<file path="config.mk">
export PLATFORM = sky130hd
export DESIGN_NAME = iot_event_arbiter
export DESIGN_NICKNAME = d
export VERILOG_FILES = /design/src/rtl/iot_event_arbiter.sv
export SDC_FILE = /design/constraint.sdc
export NUM_CORES = 1
export LEC_CHECK = 0
export CAP_MARGIN = 5
export CORE_UTILIZATION = 40
export DETAILED_ROUTE_END_ITERATION = 7
export GPL_TIMING_DRIVEN = 0
export PLACE_DENSITY = 0.69
export REMOVE_ABC_BUFFERS = 1
export SETUP_SLACK_MARGIN = 0.4
export SLEW_MARGIN = 40
export SYNTH_ARGS = -nofsm -noshare
export SYNTH_HDL_FRONTEND = slang
export SYNTH_SLANG_ARGS = --single-unit
export TNS_END_PERCENT = 30
</file>
<file path="constraint.sdc">
create_clock -name clk -period 2.45 [get_ports clk]
set_input_delay 0.6125 -clock clk [delete_from_list [all_inputs] [get_ports clk]]
set_output_delay 0.6125 -clock clk [all_outputs]
set_load 0.03 [all_outputs]
</file>
<file path="src/rtl/iot_event_arbiter.sv">
// rtl/iot_event_arbiter.sv - round-robin serialiser of device status changes into change/on_off pulses
// Optional IOT_SYNC_EN: 2-flop input synchroniser in front of the arbiter.
module iot_event_arbiter #(
  parameter int N_DEV = 8
) (
  input  logic             clk,
  input  logic             rst,
  input  logic [N_DEV-1:0] dev_status,
  output logic             change,
  output logic             on_off,
  output logic [N_DEV-1:0] reported,
  output logic             pending
);
  localparam int PW = $clog2(N_DEV);

  logic [N_DEV-1:0] status_d, status_q;
  logic [N_DEV-1:0] reported_d, reported_q;
  logic [PW-1:0]    rr_ptr_d, rr_ptr_q;
  logic             change_d, change_q;
  logic             on_off_d, on_off_q;

  logic [N_DEV-1:0] pend_vec;
  logic             grant_valid;
  logic [PW-1:0]    grant_idx;
  logic             hi_found;
  logic [PW-1:0]    hi_idx;
  logic [PW-1:0]    lo_idx;

`ifdef IOT_SYNC_EN
  logic [N_DEV-1:0] meta_d, meta_q;

  always_comb begin
    meta_d   = dev_status;
    status_d = meta_q;
  end

  always_ff @(posedge clk or posedge rst) begin
    if (rst) meta_q <= '0;
    else     meta_q <= meta_d;
  end
`else
  always_comb begin
    status_d = dev_status;
  end
`endif

  assign pend_vec = status_q ^ reported_q;

  // Lowest pending index at or above the pointer wins; otherwise wrap to the lowest overall.
  always_comb begin
    grant_valid = 1'b0;
    hi_found    = 1'b0;
    hi_idx      = '0;
    lo_idx      = '0;
    for (int i = N_DEV - 1; i >= 0; i--) begin
      if (pend_vec[i]) begin
        grant_valid = 1'b1;
        lo_idx      = PW'(i);
        if (i >= int'(rr_ptr_q)) begin
          hi_found = 1'b1;
          hi_idx   = PW'(i);
        end
      end
    end
    grant_idx = hi_found ? hi_idx : lo_idx;
  end

  always_comb begin
    reported_d = reported_q;
    rr_ptr_d   = rr_ptr_q;
    change_d   = 1'b0;
    on_off_d   = 1'b0;
    if (grant_valid) begin
      change_d              = 1'b1;
      on_off_d              = status_q[grant_idx];
      reported_d[grant_idx] = status_q[grant_idx];
      if (int'(grant_idx) == N_DEV - 1) rr_ptr_d = '0;
      else                              rr_ptr_d = grant_idx + PW'(1);
    end
  end

  always_ff @(posedge clk or posedge rst) begin
    if (rst) begin
      status_q   <= '0;
      reported_q <= '0;
      rr_ptr_q   <= '0;
      change_q   <= 1'b0;
      on_off_q   <= 1'b0;
    end else begin
      status_q   <= status_d;
      reported_q <= reported_d;
      rr_ptr_q   <= rr_ptr_d;
      change_q   <= change_d;
      on_off_q   <= on_off_d;
    end
  end

  assign change   = change_q;
  assign on_off   = on_off_q;
  assign reported = reported_q;
  assign pending  = |pend_vec;

endmodule
</file>
# Word level (Yosys, flattened, before mapping)
# Index checks and enable logic that the tools add are counted.
[classes] reduce_logical=2 multipliers=0 eq_ne=1 n_addsub=1 n_bitwise=1 magnitude_cmp=9 shift=0 div_mod_pow=0 n_mux=53
[ops] operator="$mux 3" n=24
[ops] operator="$mux 1" n=26
[ops] operator="$ge 3x3->1 const A" n=3
[ops] operator="$bwmux 8" n=1
[ops] operator="$reduce_or 8->1" n=1
[ops] operator="$xor 8x8->8" n=1
[ops] operator="$ge 1x3->1 const A" n=2
[ops] operator="$ge 2x3->1 const A" n=2
[ops] operator="$lt 3x4->1 const B" n=1
[ops] operator="$add 3x1->3 const B" n=1
[ops] operator="$bmux 1 s3" n=1
[ops] operator="$demux 1 s3" n=1
[ops] operator="$eq 3x1->1 const B" n=1
[ops] operator="$ge 3x1->1 const B" n=1
[ops] operator="$logic_and 1x1->1" n=1
[word_totals] regBits=21 mem_bits_ro=0 latchBits=0 output_inout_bits=11 mem_count=0 ram_bits=0

# Depth between registers and ports, before layout
# Gate-level depths: netlist (run 1).
[logic_depth] depth_word=22 depth_mapped=10 ltp_nobuf=9

# Worst setup path after synthesis (run 1)
# OpenSTA, ideal clock, no wires.
[synth_path] kind="reg-to-reg" startpoint="reg reported_q[0] (netlist: reported[0])" endpoint="reg reported_q[0] (netlist: reported[0])" stages_incl_launch_ff=9 setup_ns=0.125 t_arrival_ns=2.229 synth_period_minus_slack_ns=2.354 path_slack_ns=0.096 n_path_buf=0 cell_sequence="dfrtp_1 > xnor2_1 > or4_4 > nand4_2 > a211oi_2 > a22o_2 > a21oi_1 > nor2b_1 > mux2_2"
[synth_between] elab_chain_len=8 word_cells_on_any_way=14 classes_between="order compare (2); mux (10); bitwise (1); reduce/logical (1)"
[synth_rtl] element="from (decl)" line="17" text="logic [N_DEV-1:0] reported_d, reported_q;"
[synth_rtl] element="from (signal assigned)" line="91" text="reported_q <= reported_d;"
[synth_rtl] element="$xor 8x8->8" line="47" text="assign pend_vec = status_q ^ reported_q;"
[synth_rtl] element="$mux 3 / $mux 1 (equally long branches)" line="56" text="if (pend_vec[i]) begin"
[synth_rtl] element="$mux 3" line="65" text="grant_idx = hi_found ? hi_idx : lo_idx;"
[synth_rtl] element="$lt 3x4->1 (implied by the code) / $ge 3x1->1 (equally long branches)" line="76" text="reported_d[grant_idx] = status_q[grant_idx];"
[synth_rtl] element="$logic_and 1x1->1 (implied by the code)" line="76"
[synth_rtl] element="$mux 1 (implied by the code)" line="76"
[synth_rtl] element="$demux 1 s3" line="76"
[synth_rtl] element="$bwmux 8" line="76"
# Several ways; a longest one is shown, not always the timed one. The select of a mux whose other input is x is not followed.
# A chain may end at the register's enable or synchronous reset.

# Worst setup path in the final report (run 1)
# Same ends and word-level chain as after synthesis.

==> out/results.tsv, run 1 <==
stage	metric	value	unit
run_status	status	finished, final reports clean	
final_layout	final net count	167	
grt	vias in the first global route	928	
worst_setup_path	CP Launch Type	flop	
cts	number of hold buffers added after cts	0	
synth	sequential share of the synthesized area	44.6	%
timing	final setup fails	0	
final_layout	most frequent cells in the layout	22 x buf_4, 19 x clkdlybuf4s50_1, 12 x nand2_1, 11 x dfrtp_1, 10 x dfrtp_2	
synth	Main synth FF type	dfrtp_1	
cts	Max Root-Sink Buffers	2	
timing	Max Slew Vio Count	0	
drt	DRT antenna net count	0	
worst_setup_path	Reg-to-Reg End	reported[0]$_DFFE_PP0P_	
synth	flops & latches, synth	21	
drt	total number of vias	1006	
cts	H-tree depth	1	
timing	RSZ-0062 raised after global routing	yes	
min_path	HP Start	status_q[6]$_DFF_PP0_	
placement	post-DP HPWL	1800	µm
floorplanning	Starting Density	42.4	%
drt	Post-Route WL	2900	µm
timing	worst slew pin tran	0.432	ns
cts	Worst-Skew Late Latency	0.31	ns
final_layout	Filler Cells Inserted	192	
worst_setup_path	Setup CP Type	flop to flop	
final_layout	commonest non-fill, non-tap cell in the layout	buf_4	
final_layout	final core occ	67.4	%
min_path	Hold Crit Class	flop to flop	
cts	CTS tree	built	
flow_run	Max-cap violations	0	
floorplanning	row count	19	
grt	Total GRT Usage	17.8	%
synth	Mapped Cells	108	
final_layout	FF+latch area	538	µm²
synth	Post-synth EDFFs	0	
timing	crit share post-route	94.7	%
drt	DR WL/cell	15.6	µm
floorplanning	floorplan core area	2780	µm²
worst_setup_path	R2R setup slack	0.13	ns
cts	CTS Root Cell	clkbuf_4	
placement	# port buffers	20	
floorplanning	Die H	56.3	µm
drt	DR DRC count	0	
cts	CTS buffer count	3	
synth	synthesized area per cell	10.9	µm²
final_layout	layout cell share with drive strength beyond 1	51.0	%
worst_setup_path	Worst Setup EP	reported[0]$_DFFE_PP0P_	
worst_setup_path	Max stage delay on crit path	0.46	ns
worst_setup_path	critical path required time	2.66	ns
grt	first-pass GRT wire length	4300	µm
floorplanning	die area	3170	µm²
synth	Yosys warning count	0	
worst_setup_path	Critical R2R Launch	reported[0]$_DFFE_PP0P_	
placement	RePlAce Congestion	0.862	
grt	largest net degree at the start of global routing	22	
worst_setup_path	slowest CP cell	or4_4	
floorplanning	I/O pin count	21	
worst_setup_path	CP cell instances	xnor2_2 -> or4_4 -> buf_6 -> a22o_4 -> a21oi_4 -> nor2b_1 -> mux2_2	
synth	Synth async-reset ratio	100	%
timing	Slew headroom	71.2	%
timing	final hold vios	0	
timing	Final min period	2.32	ns
cts	Num Clock Sinks	21	
timing	fmax	0.431	GHz
worst_setup_path	CP arrival	2.53	ns
worst_setup_path	worst-case reg-to-reg path depth	7	
drt	Pre-Repair DR Iteration Count	5	
synth	Yosys cell types	40	
final_layout	P&R area growth vs syn	59.1	%
timing	Clock Skew	0.00109	ns
floorplanning	Die Width	56.3	µm
final_layout	Antenna Cells	0	
worst_setup_path	CP max FO	7	
drt	DR iter-0 viols	22	
worst_setup_path	Setup crit end kind	flop	
drt	Vias/cell	5.41	
worst_setup_path	critical path launch point	reported[0]$_DFFE_PP0P_	
grt	initial antenna violation count	0	
cts	Clock transition at path regs	0.11	ns
synth	Mapped Area	1180	µm²
grt	grt ovf	0	
final_layout	multi-input logic area	871	µm²
==> state kept, by name, indices dropped and copies added (netlist names) <==
signal,count
reported,8
status_q,8
rr_ptr_q,3
change,1
on_off,1
==> final cells by class <==
cell class	count	area share (%)
multi-input combinational	83	46.4
sequential	21	28.7
timing repair buffer	45	21.0
tap	31	2.07
clock buffer	4	1.40
inverter	2	0.400
==> through the flow <==
step	worst slack [ns]	hold slack [ns]	instance area, µm²	instances	setup TNS [ns]
6_report	0.131	0.595	1880	186	0
5_1_grt	0.0491	0.622	1880	186	0
4_1_cts	0.119	0.595	1630	172	0
3_5_place_dp	-0.285	0.527	1400	157	-1.23
3_3_place_gp	-0.301	0.523	1400	157	-1.26
2_1_floorplan	0.0186	0.501	1160	106	0
==> cells by family after synthesis <==
| group | after synthesis | synth area share, % |
|---|---|---|
| buffers and inverters | 4 | 2.23 |
| flip-flops | 21 | 44.6 |
| multiplexers | 12 | 11.1 |
| AND/OR/NAND/NOR | 38 | 17.3 |
| AO/OA/AOI/OAI | 20 | 14.1 |
| XOR/XNOR | 12 | 9.55 |
| adder cells (fa/ha/maj) | 1 | 1.06 |
==> routing by layer <==
metal / track usage (%) / routed length, µm
met3: 2.30 / 122
met1: 23.1 / 1260
met2: 30.8 / 1470
met4: 5.92 / 55
met5: 0 / 0
==> synth_stat cells (all sizes together), types with 2 or more instances <==
| master | instances | share of area [%] |
|---|---|---|
| dfrtp | 21 | 45 |
| nand2 | 13 | 4.1 |
| mux2 | 9 | 8.6 |
| nor2 | 9 | 2.9 |
| xnor2 | 7 | 5.2 |
| xor2 | 5 | 4.4 |
| nor2b | 4 | 2.1 |
| o21ai | 4 | 2.0 |
| a211oi | 3 | 2.8 |
| mux2i | 3 | 2.5 |
| nand3 | 3 | 1.3 |
| a21oi | 2 | 0.85 |
| a22oi | 2 | 1.7 |
| inv | 2 | 0.64 |
| o211ai | 2 | 1.3 |
==> worst min-delay path by stage <==
stage                                          to  slack, ns  depth (start not counted)
after floorplan           reported[2]$_DFFE_PP0P_       0.50                          1
after global placement    reported[3]$_DFFE_PP0P_       0.52                          1
after detailed placement  reported[2]$_DFFE_PP0P_       0.53                          1
after CTS                 reported[2]$_DFFE_PP0P_       0.59                          1
after global routing      reported[2]$_DFFE_PP0P_       0.62                          1
final                     reported[6]$_DFFE_PP0P_       0.59                          1
==> what timing repair did <==
action	4_1_cts	5_1_grt
pin swaps	10	21
endpoints found under the setup margin	14	20
buffers inserted	11	14
gates resized for setup	26	29
==> worst max-delay path: cells and delay by family, from the launching register on <==
kind / cells / cell delay (ns)
mux: 1 / 0.35
flops: 1 / 0.43
xor+xnor: 1 / 0.17
buf+inv: 1 / 0.15
compound gates: 2 / 0.46
simple gates: 2 / 0.66
Power of run 1 is left out: the tool's default activity adds up to more than one toggle a clock period on the data nets, which glitch-free logic cannot reach.
==> run 2, diff against run 1 <==
Settings changed: CTS_CLUSTER_DIAMETER set to 200.
==> results of run 2 <==
Same layout as run 1: the final DEF is identical, and so are final timing and power.
Power of run 2 is left out for the same reason.
==> run 3, diff against run 2 <==
Settings changed: CORE_MARGIN set to 5.
==> run 3 against run 2 <==
Compared with the run above: the flow now finishes with violations (setup timing); maximum frequency decreased by 6.4%; via count increased by 12%; register-to-register slack got worse by 0.16 ns; non-clock buffer count increased by 17; global-route usage decreased by 2.1 points; sequential share of layout area decreased by 2.5 points; worst hold slack improved by 0.0095 ns; critical path depth increased by 3; final cell count increased by 9.1%; clock-buffer cell count decreased by 1; routed wire length increased by 29%; critical endpoint is now reported[5]$_DFFE_PP0P_.
==> out/results.tsv, run 3 (synthesis gave the netlist of run 1 again) <==
stage	metric	value	unit
timing	final hold vios	0	
grt	initial antenna violation count	0	
final_layout	Finished Cell Area	2020	µm²
cts	H-tree depth	1	
cts	Clock transition at path regs	0.13	ns
worst_setup_path	critical path launch point	status_q[4]$_DFF_PP0_	
timing	fmax	0.404	GHz
cts	CTS buffer count	3	
worst_setup_path	Crit path max-delay family	simple AND/OR/NAND/NOR gates	
worst_setup_path	Critical R2R Launch	status_q[4]$_DFF_PP0_	
placement	placed cell areas	1400	µm²
final_layout	multi-input logic area	865	µm²
worst_setup_path	Max stage delay on crit path	0.45	ns
run_status	status	complete, but fails checks	
final_layout	FF+latch area	529	µm²
worst_setup_path	worst-case reg-to-reg path depth	10	
min_path	Hold Crit Class	primary input to async pin	
floorplanning	Die H	64.3	µm
final_layout	P&R area growth vs syn	71.3	%
timing	PnR worst setup slack	-0.0279	ns
final_layout	Antenna Cells	0	
timing	worst slew pin tran	0.438	ns
cts	Max Root-Sink Buffers	2	
drt	total number of vias	1129	
drt	Pre-Repair DR Iteration Count	4	
worst_setup_path	most used cell, CP	buf_4	
floorplanning	Die Width	64.3	µm
drt	DR WL/cell	18.5	µm
worst_setup_path	WP buf/inv	2	
grt	vias in the first global route	1208	
floorplanning	die area	4130	µm²
floorplanning	row count	19	
worst_setup_path	slowest CP cell	dfrtp_1	
final_layout	most frequent cells in the layout	38 x buf_4, 18 x dfrtp_1, 11 x clkdlybuf4s50_1, 9 x nand2_1	
timing	crit share post-route	101	%
cts	CTS Root Cell	clkbuf_4	
timing	Slew headroom	70.8	%
grt	first-pass GRT wire length	5230	µm
final_layout	final net count	184	
floorplanning	I/O pin count	21	
flow_run	Max-cap violations	0	
floorplanning	Starting Density	42.4	%
worst_setup_path	Setup crit end kind	flop	
timing	final setup fails	7	
timing	Max Slew Vio Count	0	
worst_setup_path	critical path depth	10	
drt	DR iter-0 viols	49	
timing	Clock Skew	0.00444	ns
drt	DR DRC count	0	
worst_setup_path	Setup CP Type	flop to flop	
worst_setup_path	Reg-to-Reg End	reported[5]$_DFFE_PP0P_	
drt	Post-Route WL	3750	µm
final_layout	commonest non-fill, non-tap cell in the layout	buf_4	
final_layout	layout cell share with drive strength beyond 1	56.4	%
worst_setup_path	Worst Setup EP	reported[5]$_DFFE_PP0P_	
floorplanning	floorplan core area	2780	µm²
cts	Worst-Skew Late Latency	0.31	ns
final_layout	final core occ	72.6	%
worst_setup_path	CP max FO	5	
worst_setup_path	R2R setup slack	-0.03	ns
drt	Vias/cell	5.56	
grt	largest net degree at the start of global routing	22	
final_layout	Filler Cells Inserted	170	
timing	RSZ-0062 raised after global routing	yes	
grt	grt ovf	0	
placement	# port buffers	20	
placement	RePlAce Congestion	0.942	
worst_setup_path	CP arrival	2.69	ns
timing	Final min period	2.48	ns
timing	hold_ws	0.604	ns
cts	Num Clock Sinks	21	
worst_setup_path	CP cell instances	xor2_2 -> buf_4 -> nor4_4 -> nor2b_1 -> o21bai_2 -> o21ai_4 -> nor3b_2 -> a211oi_2 -> buf_4 -> mux2_4	
grt	Total GRT Usage	15.7	%
worst_setup_path	critical path required time	2.66	ns
worst_setup_path	CP Launch Type	flop	
cts	CTS tree	built	
run_status	failing checks	setup timing	
placement	post-DP HPWL	1810	µm
drt	DRT antenna net count	0	
[run 3: cell count changes in the layout (fill, tap and decap cells not counted), moves of 7 or more]
cell,delta
dlymetal6s2s_1,+8
dfrtp_1,+7
clkdlybuf4s50_1,-8
buf_4,+16
dfrtp_2,-7
[run 3: stage by stage]
stage	setup WS, ns	setup TNS, ns	instances
after global placement	-0.287	-1.12	157
final	-0.0279	-0.148	203
after global routing	-0.126	-0.844	203
after detailed placement	-0.238	-0.775	157
after CTS	0.102	0	191
after floorplan	0.0186	0	106
[run 3: area by class of cell]
| cell class | instances | share of cell area (%) |
|---|---|---|
| clock buffers | 3 | 1.12 |
| clock inverters | 1 | 0.248 |
| well taps | 31 | 1.92 |
| flip-flops and latches | 21 | 26.2 |
| multi-input cells | 83 | 42.8 |
| repair buffers | 62 | 27.3 |
| inverters | 2 | 0.372 |
[run 3: worst min path at each step]
stage	startpoint	end	slack, ns	cells past startpoint
floorplan	status_q[2]$_DFF_PP0_	reported[2]$_DFFE_PP0P_	0.50	1
global route	rst	status_q[0]$_DFF_PP0_	0.65	2
global placement	reported[2]$_DFFE_PP0P_	reported[2]$_DFFE_PP0P_	0.52	1
detailed placement	status_q[3]$_DFF_PP0_	reported[3]$_DFFE_PP0P_	0.54	1
finish	rst	status_q[0]$_DFF_PP0_	0.60	2
CTS	status_q[3]$_DFF_PP0_	reported[3]$_DFFE_PP0P_	0.60	1
[run 3: repair_timing]
item | in CTS | in global routing
resized for setup | 37 | 32
hold buffers | 0 | 0
pin swaps | 11 | 11
buffers inserted | 30 | 12
endpoints found under the setup margin | 16 | 20
[run 3: metal layers]
metal / wire length, µm / vias to the layer above / global-route usage (%)
met5: 0 / - / 0
met4: 127 / 0 / 9.92
met3: 191 / 16 / 2.45
met2: 2020 / 53 / 26.5
met1: 1420 / 548 / 18.3
li1: - / 512 / -
Power of run 3 is left out for the same reason.
